### src/rtl/key_loader_if.sv
// Key provisioning interface: serial frame input and verified key bus output.
//   master : provisioning side, drives load_start/sdi/sdi_valid and observes status
//   slave  : key_loader, consumes the serial frame and drives key/status
interface key_loader_if #(
    parameter int unsigned KEY_WIDTH = 28,
    parameter int unsigned CNT_W     = 4
);
    logic                 load_start;
    logic                 sdi;
    logic                 sdi_valid;
    logic [KEY_WIDTH-1:0] key_out;
    logic                 key_valid;
    logic                 busy;
    logic                 key_err;
    logic [CNT_W-1:0]     fail_cnt;
    logic                 lockout;

    modport master (
        output load_start, sdi, sdi_valid,
        input  key_out, key_valid, busy, key_err, fail_cnt, lockout
    );

    modport slave (
        input  load_start, sdi, sdi_valid,
        output key_out, key_valid, busy, key_err, fail_cnt, lockout
    );
endinterface

### src/rtl/key_loader.sv
// Serial logic-locking key loader. Shifts in a KEY_WIDTH+4 bit frame (MSB first),
// verifies the low nibble against the XOR of all key nibbles and only then
// presents the key; otherwise the key bus stays all-zero.
// Ports:
//   clk  : system clock, rising edge
//   rst  : asynchronous active-low reset
//   bus  : key_loader_if.slave (load_start, sdi, sdi_valid in;
//          key_out, key_valid, busy, key_err, fail_cnt, lockout out, all registered)
// Optional feature: define KEY_LOADER_LOCKOUT_EN to enter an absorbing LOCKOUT
// state once fail_cnt reaches MAX_FAIL; otherwise lockout is tied low.
module key_loader #(
    parameter int unsigned KEY_WIDTH = 28,
    parameter int unsigned MAX_FAIL  = 3,
    parameter int unsigned CNT_W     = 4
) (
    input  logic        clk,
    input  logic        rst,
    key_loader_if.slave bus
);
    localparam int unsigned FRAME_W = KEY_WIDTH + 4;
    localparam int unsigned BIT_W   = $clog2(FRAME_W);
    localparam int unsigned NIBBLES = KEY_WIDTH / 4;

    typedef enum logic [1:0] {
        IDLE    = 2'd0,
        SHIFT   = 2'd1,
        CHECK   = 2'd2
`ifdef KEY_LOADER_LOCKOUT_EN
        ,
        LOCKOUT = 2'd3
`endif
    } state_t;

    state_t               state_q, state_d;
    logic [FRAME_W-1:0]   shift_q, shift_d;
    logic [BIT_W-1:0]     cnt_q, cnt_d;
    logic [KEY_WIDTH-1:0] key_q, key_d;
    logic                 valid_q, valid_d;
    logic                 busy_q, busy_d;
    logic                 err_q, err_d;
    logic [CNT_W-1:0]     fail_q, fail_d;
    logic [CNT_W-1:0]     fail_inc;
    logic [3:0]           calc_chk;
    logic                 chk_ok;
`ifdef KEY_LOADER_LOCKOUT_EN
    logic                 lockout_q, lockout_d;
`endif

    // State and output registers
    always_ff @(posedge clk or negedge rst) begin
        if (!rst) begin
            state_q   <= IDLE;
            shift_q   <= '0;
            cnt_q     <= '0;
            key_q     <= '0;
            valid_q   <= 1'b0;
            busy_q    <= 1'b0;
            err_q     <= 1'b0;
            fail_q    <= '0;
`ifdef KEY_LOADER_LOCKOUT_EN
            lockout_q <= 1'b0;
`endif
        end else begin
            state_q   <= state_d;
            shift_q   <= shift_d;
            cnt_q     <= cnt_d;
            key_q     <= key_d;
            valid_q   <= valid_d;
            busy_q    <= busy_d;
            err_q     <= err_d;
            fail_q    <= fail_d;
`ifdef KEY_LOADER_LOCKOUT_EN
            lockout_q <= lockout_d;
`endif
        end
    end

    // Next-state and next-output logic
    always_comb begin
        state_d   = state_q;
        shift_d   = shift_q;
        cnt_d     = cnt_q;
        key_d     = key_q;
        valid_d   = valid_q;
        busy_d    = busy_q;
        err_d     = err_q;
        fail_d    = fail_q;
`ifdef KEY_LOADER_LOCKOUT_EN
        lockout_d = lockout_q;
`endif

        // Check code: XOR of every key nibble held in the upper frame bits
        calc_chk = 4'd0;
        for (int i = 0; i < int'(NIBBLES); i++) begin
            calc_chk = calc_chk ^ shift_q[4 + 4*i +: 4];
        end
        chk_ok   = (calc_chk == shift_q[3:0]);
        fail_inc = (fail_q < CNT_W'(MAX_FAIL)) ? fail_q + CNT_W'(1) : fail_q;

        unique case (state_q)
            IDLE: begin
                busy_d = 1'b0;
                // sdi is deliberately not sampled in the load_start cycle
                if (bus.load_start) begin
                    state_d = SHIFT;
                    shift_d = '0;
                    cnt_d   = '0;
                    key_d   = '0;
                    valid_d = 1'b0;
                    err_d   = 1'b0;
                    busy_d  = 1'b1;
                end
            end
            SHIFT: begin
                busy_d = 1'b1;
                if (bus.sdi_valid) begin
                    shift_d = {shift_q[FRAME_W-2:0], bus.sdi};
                    cnt_d   = cnt_q + BIT_W'(1);
                    if (cnt_q == BIT_W'(FRAME_W - 1)) begin
                        state_d = CHECK;
                    end
                end
            end
            CHECK: begin
                state_d = IDLE;
                busy_d  = 1'b0;
                if (chk_ok) begin
                    key_d   = shift_q[FRAME_W-1:4];
                    valid_d = 1'b1;
                    fail_d  = '0;
                end else begin
                    err_d  = 1'b1;
                    fail_d = fail_inc;
`ifdef KEY_LOADER_LOCKOUT_EN
                    if (fail_inc == CNT_W'(MAX_FAIL)) begin
                        state_d   = LOCKOUT;
                        lockout_d = 1'b1;
                    end
`endif
                end
            end
`ifdef KEY_LOADER_LOCKOUT_EN
            LOCKOUT: begin
                key_d     = '0;
                valid_d   = 1'b0;
                busy_d    = 1'b0;
                lockout_d = 1'b1;
            end
`endif
            default: begin
                state_d = IDLE;
            end
        endcase
    end

    assign bus.key_out   = key_q;
    assign bus.key_valid = valid_q;
    assign bus.busy      = busy_q;
    assign bus.key_err   = err_q;
    assign bus.fail_cnt  = fail_q;
`ifdef KEY_LOADER_LOCKOUT_EN
    assign bus.lockout   = lockout_q;
`else
    assign bus.lockout   = 1'b0;
`endif

endmodule
### src/flat_wrapper.sv
// flat-port wrapper written by rule: the top's interface ports become plain ports
module key_loader_flat 
#(
    parameter int unsigned KEY_WIDTH = 28,
    parameter int unsigned MAX_FAIL  = 3,
    parameter int unsigned CNT_W     = 4
)
  (clk, rst, bus_load_start, bus_sdi, bus_sdi_valid, bus_key_out, bus_key_valid, bus_busy, bus_key_err, bus_fail_cnt, bus_lockout);
  key_loader_if #(.KEY_WIDTH(KEY_WIDTH), .CNT_W(CNT_W)) bus_i ();
  input  logic clk;
  input  logic rst;
  input wire logic [$bits(bus_i.load_start)-1:0] bus_load_start;
  input wire logic [$bits(bus_i.sdi)-1:0] bus_sdi;
  input wire logic [$bits(bus_i.sdi_valid)-1:0] bus_sdi_valid;
  output wire logic [$bits(bus_i.key_out)-1:0] bus_key_out;
  output wire logic [$bits(bus_i.key_valid)-1:0] bus_key_valid;
  output wire logic [$bits(bus_i.busy)-1:0] bus_busy;
  output wire logic [$bits(bus_i.key_err)-1:0] bus_key_err;
  output wire logic [$bits(bus_i.fail_cnt)-1:0] bus_fail_cnt;
  output wire logic [$bits(bus_i.lockout)-1:0] bus_lockout;
  assign bus_i.load_start = bus_load_start;
  assign bus_i.sdi = bus_sdi;
  assign bus_i.sdi_valid = bus_sdi_valid;
  assign bus_key_out = bus_i.key_out;
  assign bus_key_valid = bus_i.key_valid;
  assign bus_busy = bus_i.busy;
  assign bus_key_err = bus_i.key_err;
  assign bus_fail_cnt = bus_i.fail_cnt;
  assign bus_lockout = bus_i.lockout;
  key_loader #(.KEY_WIDTH(KEY_WIDTH), .MAX_FAIL(MAX_FAIL), .CNT_W(CNT_W)) u_core (.clk(clk), .rst(rst), .bus(bus_i));
endmodule
### config.mk
export PLATFORM = sky130hd
export DESIGN_NAME = key_loader_flat
export DESIGN_NICKNAME = d
export VERILOG_FILES = /design/src/rtl/key_loader_if.sv /design/src/rtl/key_loader.sv /design/src/flat_wrapper.sv
export SDC_FILE = /design/constraint.sdc
export NUM_CORES = 1
export LEC_CHECK = 0
export CORE_ASPECT_RATIO = 0.7
export CORE_MARGIN = 1.5
export CORE_UTILIZATION = 50
export DETAILED_ROUTE_END_ITERATION = 8
export GPL_ROUTABILITY_DRIVEN = 0
export PLACE_DENSITY_LB_ADDON = 0.05
export SYNTH_ARGS = -nofsm -noshare
export SYNTH_HDL_FRONTEND = slang
export SYNTH_SLANG_ARGS = --single-unit
### constraint.sdc
create_clock -name clk -period 3.4 [get_ports clk]
set_input_delay 0.34 -clock clk [delete_from_list [all_inputs] [get_ports clk]]
set_output_delay 0.34 -clock clk [all_outputs]
set_load 0.05 [all_outputs]
After elaboration in Yosys (flattened, before gate mapping)
Index checks and enable logic that the tools add are counted.
W data, S select, Z words.
{ "word_totals": {"regBits": 74, "inputBits": 5, "out_inout_bits": 36, "wordCells": 58} }
{ "classes": {"add_sub_neg": 2, "magnitude_cmp": 1, "eq_ne": 9, "n_mux": 22, "bitwise_logic": 6, "reduce_logical": 10} }
{ "ops": {"columns": ["op", "n"], "rows": [
  ["$mux W32", 2],
  ["$pmux W32 S2", 1],
  ["$mux W28", 2],
  ["$pmux W28 S2", 1],
  ["$xor A4 B4 Y4", 6],
  ["$reduce_and A3 Y1", 4],
  ["$mux W5", 2],
  ["$pmux W5 S2", 1],
  ["$mux W4", 2],
  ["$mux W2", 3],
  ["$ne A2 B2 Y1 const B", 3],
  ["$reduce_bool A2 Y1", 3],
  ["$add A5 B1 Y5 const B", 1],
  ["$eq A5 B5 Y1 const B", 1],
  ["$add A4 B1 Y4 const B", 1],
  ["$eq A4 B4 Y1", 1],
  ["$lt A4 B2 Y1 const B", 1],
  ["$mux W1", 4],
  ["$ne A2 B1 Y1 const B", 2],
  ["$pmux W1 S2", 2],
  ["$pmux W2 S2", 1],
  ["$pmux W1 S3", 1],
  ["$reduce_bool A3 Y1", 1],
  ["$eq A2 B1 Y1 const B", 1],
  ["other kinds (3)", 3]
]} }

Longest topological paths before layout
{ "depth": {"word_depth": 9, "ltp_mapped": 8, "depth_no_buf": 8} }

Least setup slack after synthesis
Ideal clock, no wire load.
{ "synth_timing": {"kind": "register to register", "start": "register u_core.shift_q[26]", "end": "register u_core.key_q[0], in the netlist u_core.bus.key_out[0]", "setup_time_ns": 0.121, "arrival_ns": 1.835, "required_ns": 3.279, "setup_slack_ns": 1.443, "stages_incl_launch_ff": 8, "path_buffers": 1, "synth_period_minus_slack_ns": 1.957, "path_cell_list": "dfrtp_1 -> xor2_1 -> xnor2_1 -> xnor2_1 -> nor4_4 -> o21ai_2 -> buf_2 -> a22o_2"} }
{ "synth_via": {"elab_chain_cells": 5} }
{ "synth_rtl": {"columns": ["element", "line", "text"], "rows": [
  ["start, declared", "key_loader.sv:35", "logic [FRAME_W-1:0] shift_q, shift_d;"],
  ["start signal, assigned", "key_loader.sv:65", "shift_q <= shift_d;"],
  ["$xor A4 B4 Y4 (2 in a row)", "key_loader.sv:95", "calc_chk = calc_chk ^ shift_q[4 + 4*i +: 4];"],
  ["$eq A4 B4 Y1", "key_loader.sv:97", "chk_ok = (calc_chk == shift_q[3:0]);"],
  ["$ne A2 B1 Y1 (no source line)", null, null],
  ["$reduce_and A3 Y1 (no source line)", null, null],
  ["end signal, assigned", "key_loader.sv:67", "key_q <= key_d;"],
  ["end, declared", "key_loader.sv:37", "logic [KEY_WIDTH-1:0] key_q, key_d;"]
]} }
No other way between the ends.
A chain may end at the register's enable or synchronous reset.

Final worst setup path
{ "layout_timing": {"start": "register u_core.shift_q[8]", "end": "register u_core.key_q[10], in the netlist u_core.bus.key_out[10]"} }
{ "layout_via": {"elab_chain_cells": 9} }
{ "layout_rtl": {"columns": ["element", "line"], "rows": [
  ["$xor A4 B4 Y4 (6 in a row)", "key_loader.sv:95"],
  ["$eq A4 B4 Y1", "key_loader.sv:97"],
  ["$ne A2 B1 Y1 (no source line)", null],
  ["$reduce_and A3 Y1 (no source line)", null]
]} }
No other way between the ends.

==> impl_results.md <==
- Area leader, netlist: dfrtp_1
- Die Span Y: ~69 um
- Max_slew headroom: between 40% and 50%
- Placed Area: approximately 0.0036 mm^2
- WP buf/inv: 1
- Status: completed
- Top Ports: 41
- Crit start category: register
- Die width: 97.9 um
- Placed instance count: 344
- Reg clk slew, reported paths: 0.07 ns
- Setup violators final: 0
- Crit path top cell by count: xnor2_1
- Top cells by area, synth: dfrtp_1 (59%), a22o_1 (11%), a22o_2 (7.6%)
- Initial antenna violation count: 0
- Layout Nets: 292
- Design area: approximately 0.0038 mm^2
- Arr. time, crit path: ~2.9 ns
- Synth Area in Adders: roughly 2.8%
- Compound-Gate Fraction of Synth Area: 22.0%
- Root Driver: clkbuf_8
- Final antenna-violating net count: 0
- Achievable frequency: 386 MHz
- # diodes: 0
- Fillers: 440
- Placed wire-length estimate: 4170 um
- Leak: roughly 1.8 nW
- Total number of vias: 2071
- Yosys reg bits: 74
- Syn_nets: approximately 250
- Clock Skew: 0.00717 ns
- Number of gates resized after cts: 0
- Crit path time final: 2.59 ns
- Port-buffer cells: 39
- Most common library cells after synthesis: dfrtp_1 (74), a22o_1 (38), xnor2_1 (25), a22o_2 (24)
- Clock latency on the worst-skew pair: roughly 0.34 ns
- First-pass GRT wire length: 10900 um
- Largest family of logic cells by synthesized area: compound AO/OA/AOI/OAI gates
- Initial Util: 53.5%
- Largest net degree at the start of global routing: 38
- XOR/XNOR Fraction of Synth Area: 8.05%
- GRT Util Overall: 20.8%
- Share of the synthesized area in the top cell type: 58.7%
- Max cap viols: 0
- Simple-gate share of the synthesized area: 4.09%
- Critical Path Fanout Max: 15
- Unrepaired setup endpoints after global routing: false
- Die footprint: 0.00680 mm^2
- Main synth FF type: dfrtp_1
- Syn. warnings: 0
- Final wirelength: 6390 um
- Share of layout cells above drive strength 1: 17.6%
- Area Overhead vs Synth: 20.5%
- Top cell family by delay on the critical path: simple AND/OR/NAND/NOR gates
- Setup crit end kind: register
- Clock Tree Buf Depth: 2
- Core area: a little under 0.006 mm^2
- Share of synthesized area spent on multiplexers: 0.674%
- Layout Cells excl Fill: about 360
- Post-Syn Area per Cell: 13.4 um^2
- Asr flop ratio synth: 100%
- Most frequent cell after synthesis: dfrtp_1
- Mapped Cells: 236
- Hold Fails Final Rpt: 0
- Peak supply drop: 0.242 mV
- TritonCTS clock tree: done
- Remaining global-route overflow: 0
- DRT iter0 DRCs: 158
- Pre-antenna DRT Iters: 4
- Pwr Density: between 500 and 600 mW/mm^2
- CP max-delay cell: and3_1
- CP Data Required Time: around 3.7 ns
- Post-CTS Hold Fix Bufs: 0
- H-tree depth: 3
- CP Cell Sequence: xnor2_1 -> xnor2_1 -> xnor2_1 -> nor4_4 -> and3_1 -> buf_4 -> a22o_2
- Final period utilization: 76.2%
- Number of synthesized flops with an enable pin: 0
- Rows: 23
- Number of buffers created by CTS: 9
- Post-Route Setup TNS: 0 ns
- Crit path kind: reg -> reg
- Hold Crit Class: in -> async
- Cell variety after synth: 34
- Clock Sinks: 74
- Wire per inst: 17.8 um
- Post-synthesis sequential area ratio: a little under 60%
- DRC: 0
- Vias per cell: 5.77
- Setup repair bufs after CTS: 0
- Largest stage delay on the critical path: 0.57 ns
- Final Max Tran Viols: 0
- Mapped cell area: 0.00315 mm^2
- Slew @ Worst Pin: 0.866 ns
- Vias in the first global route: 2109
## sequential cells by signal (all words and copies together), names as in the netlist
signal	count
u_core.bus.key_out	28
u_core.bus.busy	1
u_core.state_q	2
u_core.bus.fail_cnt	4
u_core.cnt_q	5
u_core.bus.key_err	1
u_core.bus.key_valid	1
u_core.shift_q	32
## worst paths after layout
path                                    from                     end  slack, ns  cells past startpoint
setup / recovery           u_core.shift_q[8]  u_core.bus.key_out[10]       0.81                      7
hold / removal                           rst       u_core.shift_q[9]        0.1                      1
setup reg to reg           u_core.shift_q[8]  u_core.bus.key_out[10]       0.81                      7
hold reg to reg              u_core.bus.busy         u_core.bus.busy       0.48                      2
max in group asynchronous                rst      u_core.shift_q[10]       2.50                      2
min in group clk             u_core.bus.busy         u_core.bus.busy       0.48                      2
## placed cells by master (no fill, tap or decap), drive strengths merged
| cell type | n |
|---|---|
| nand2b | 1 |
| clkbuf | 10 |
| inv | 5 |
| conb | 1 |
| nor2 | 3 |
| nand2 | 7 |
| xor2 | 4 |
| nor3 | 1 |
| mux2 | 1 |
| a22o | 62 |
| or3 | 1 |
| buf | 8 |
| o41ai | 1 |
| a21o | 1 |
| clkinv | 1 |
| a21oi | 7 |
| o2bb2ai | 1 |
| mux2i | 1 |
| clkinvlp | 2 |
| clkdlybuf4s50 | 38 |
| dfrtp | 74 |
| nor4 | 2 |
| o21bai | 1 |
| bufinv | 2 |
| nand3 | 3 |
| ha | 7 |
| a31oi | 3 |
| and2 | 2 |
| and3 | 3 |
| o21ai | 6 |
| xnor2 | 25 |
## per-layer routing
metal,part of all wire [%],track usage (%),up-vias
met2,43,27.2,58
met5,0,0,-
li1,-,-,965
met4,0.64,5.71,0
met1,52,31.7,1044
met3,4.6,8.47,4
## report_power, final
part           switching (W)  total [W]  internal (W)
clock               0.000315   0.000723      0.000408
sequential         0.0000384   0.000958      0.000920
combinational       0.000321   0.000481      0.000160
total               0.000675    0.00216       0.00149
## through the flow
step	setup slack, ns	power [W]	hold slack (ns)	util, %
after detailed placement	0.781	0.00146	0.468	60.9
after floorplan	1.44	0.00132	0.0444	-
final	0.808	0.00216	0.0989	64.5
after CTS	0.760	0.00218	0.118	64.5
after global placement	0.849	0.00145	0.461	60.9
after global routing	0.607	0.00228	0.141	64.5
## cell families after synthesis
logic type      count (synthesis)
simple gates                   23
mux                             2
xor+xnor                       29
buf+inv                        18
fa+ha+maj                       7
flops                          74
other cells                     1
compound gates                 82
## final cells by class
class | count | area [um^2] | share of cell area (%)
sequential | 74 | 1850 | 48.7
inverter | 5 | 18.8 | 0.494
clock inverter | 5 | 80.1 | 2.11
clock buffer | 10 | 128 | 3.36
multi-input combinational | 144 | 1190 | 31.4
timing repair buffer | 46 | 438 | 11.5
tap | 75 | 93.8 | 2.47
No activity file was read; power rests on OpenSTA's default activity.
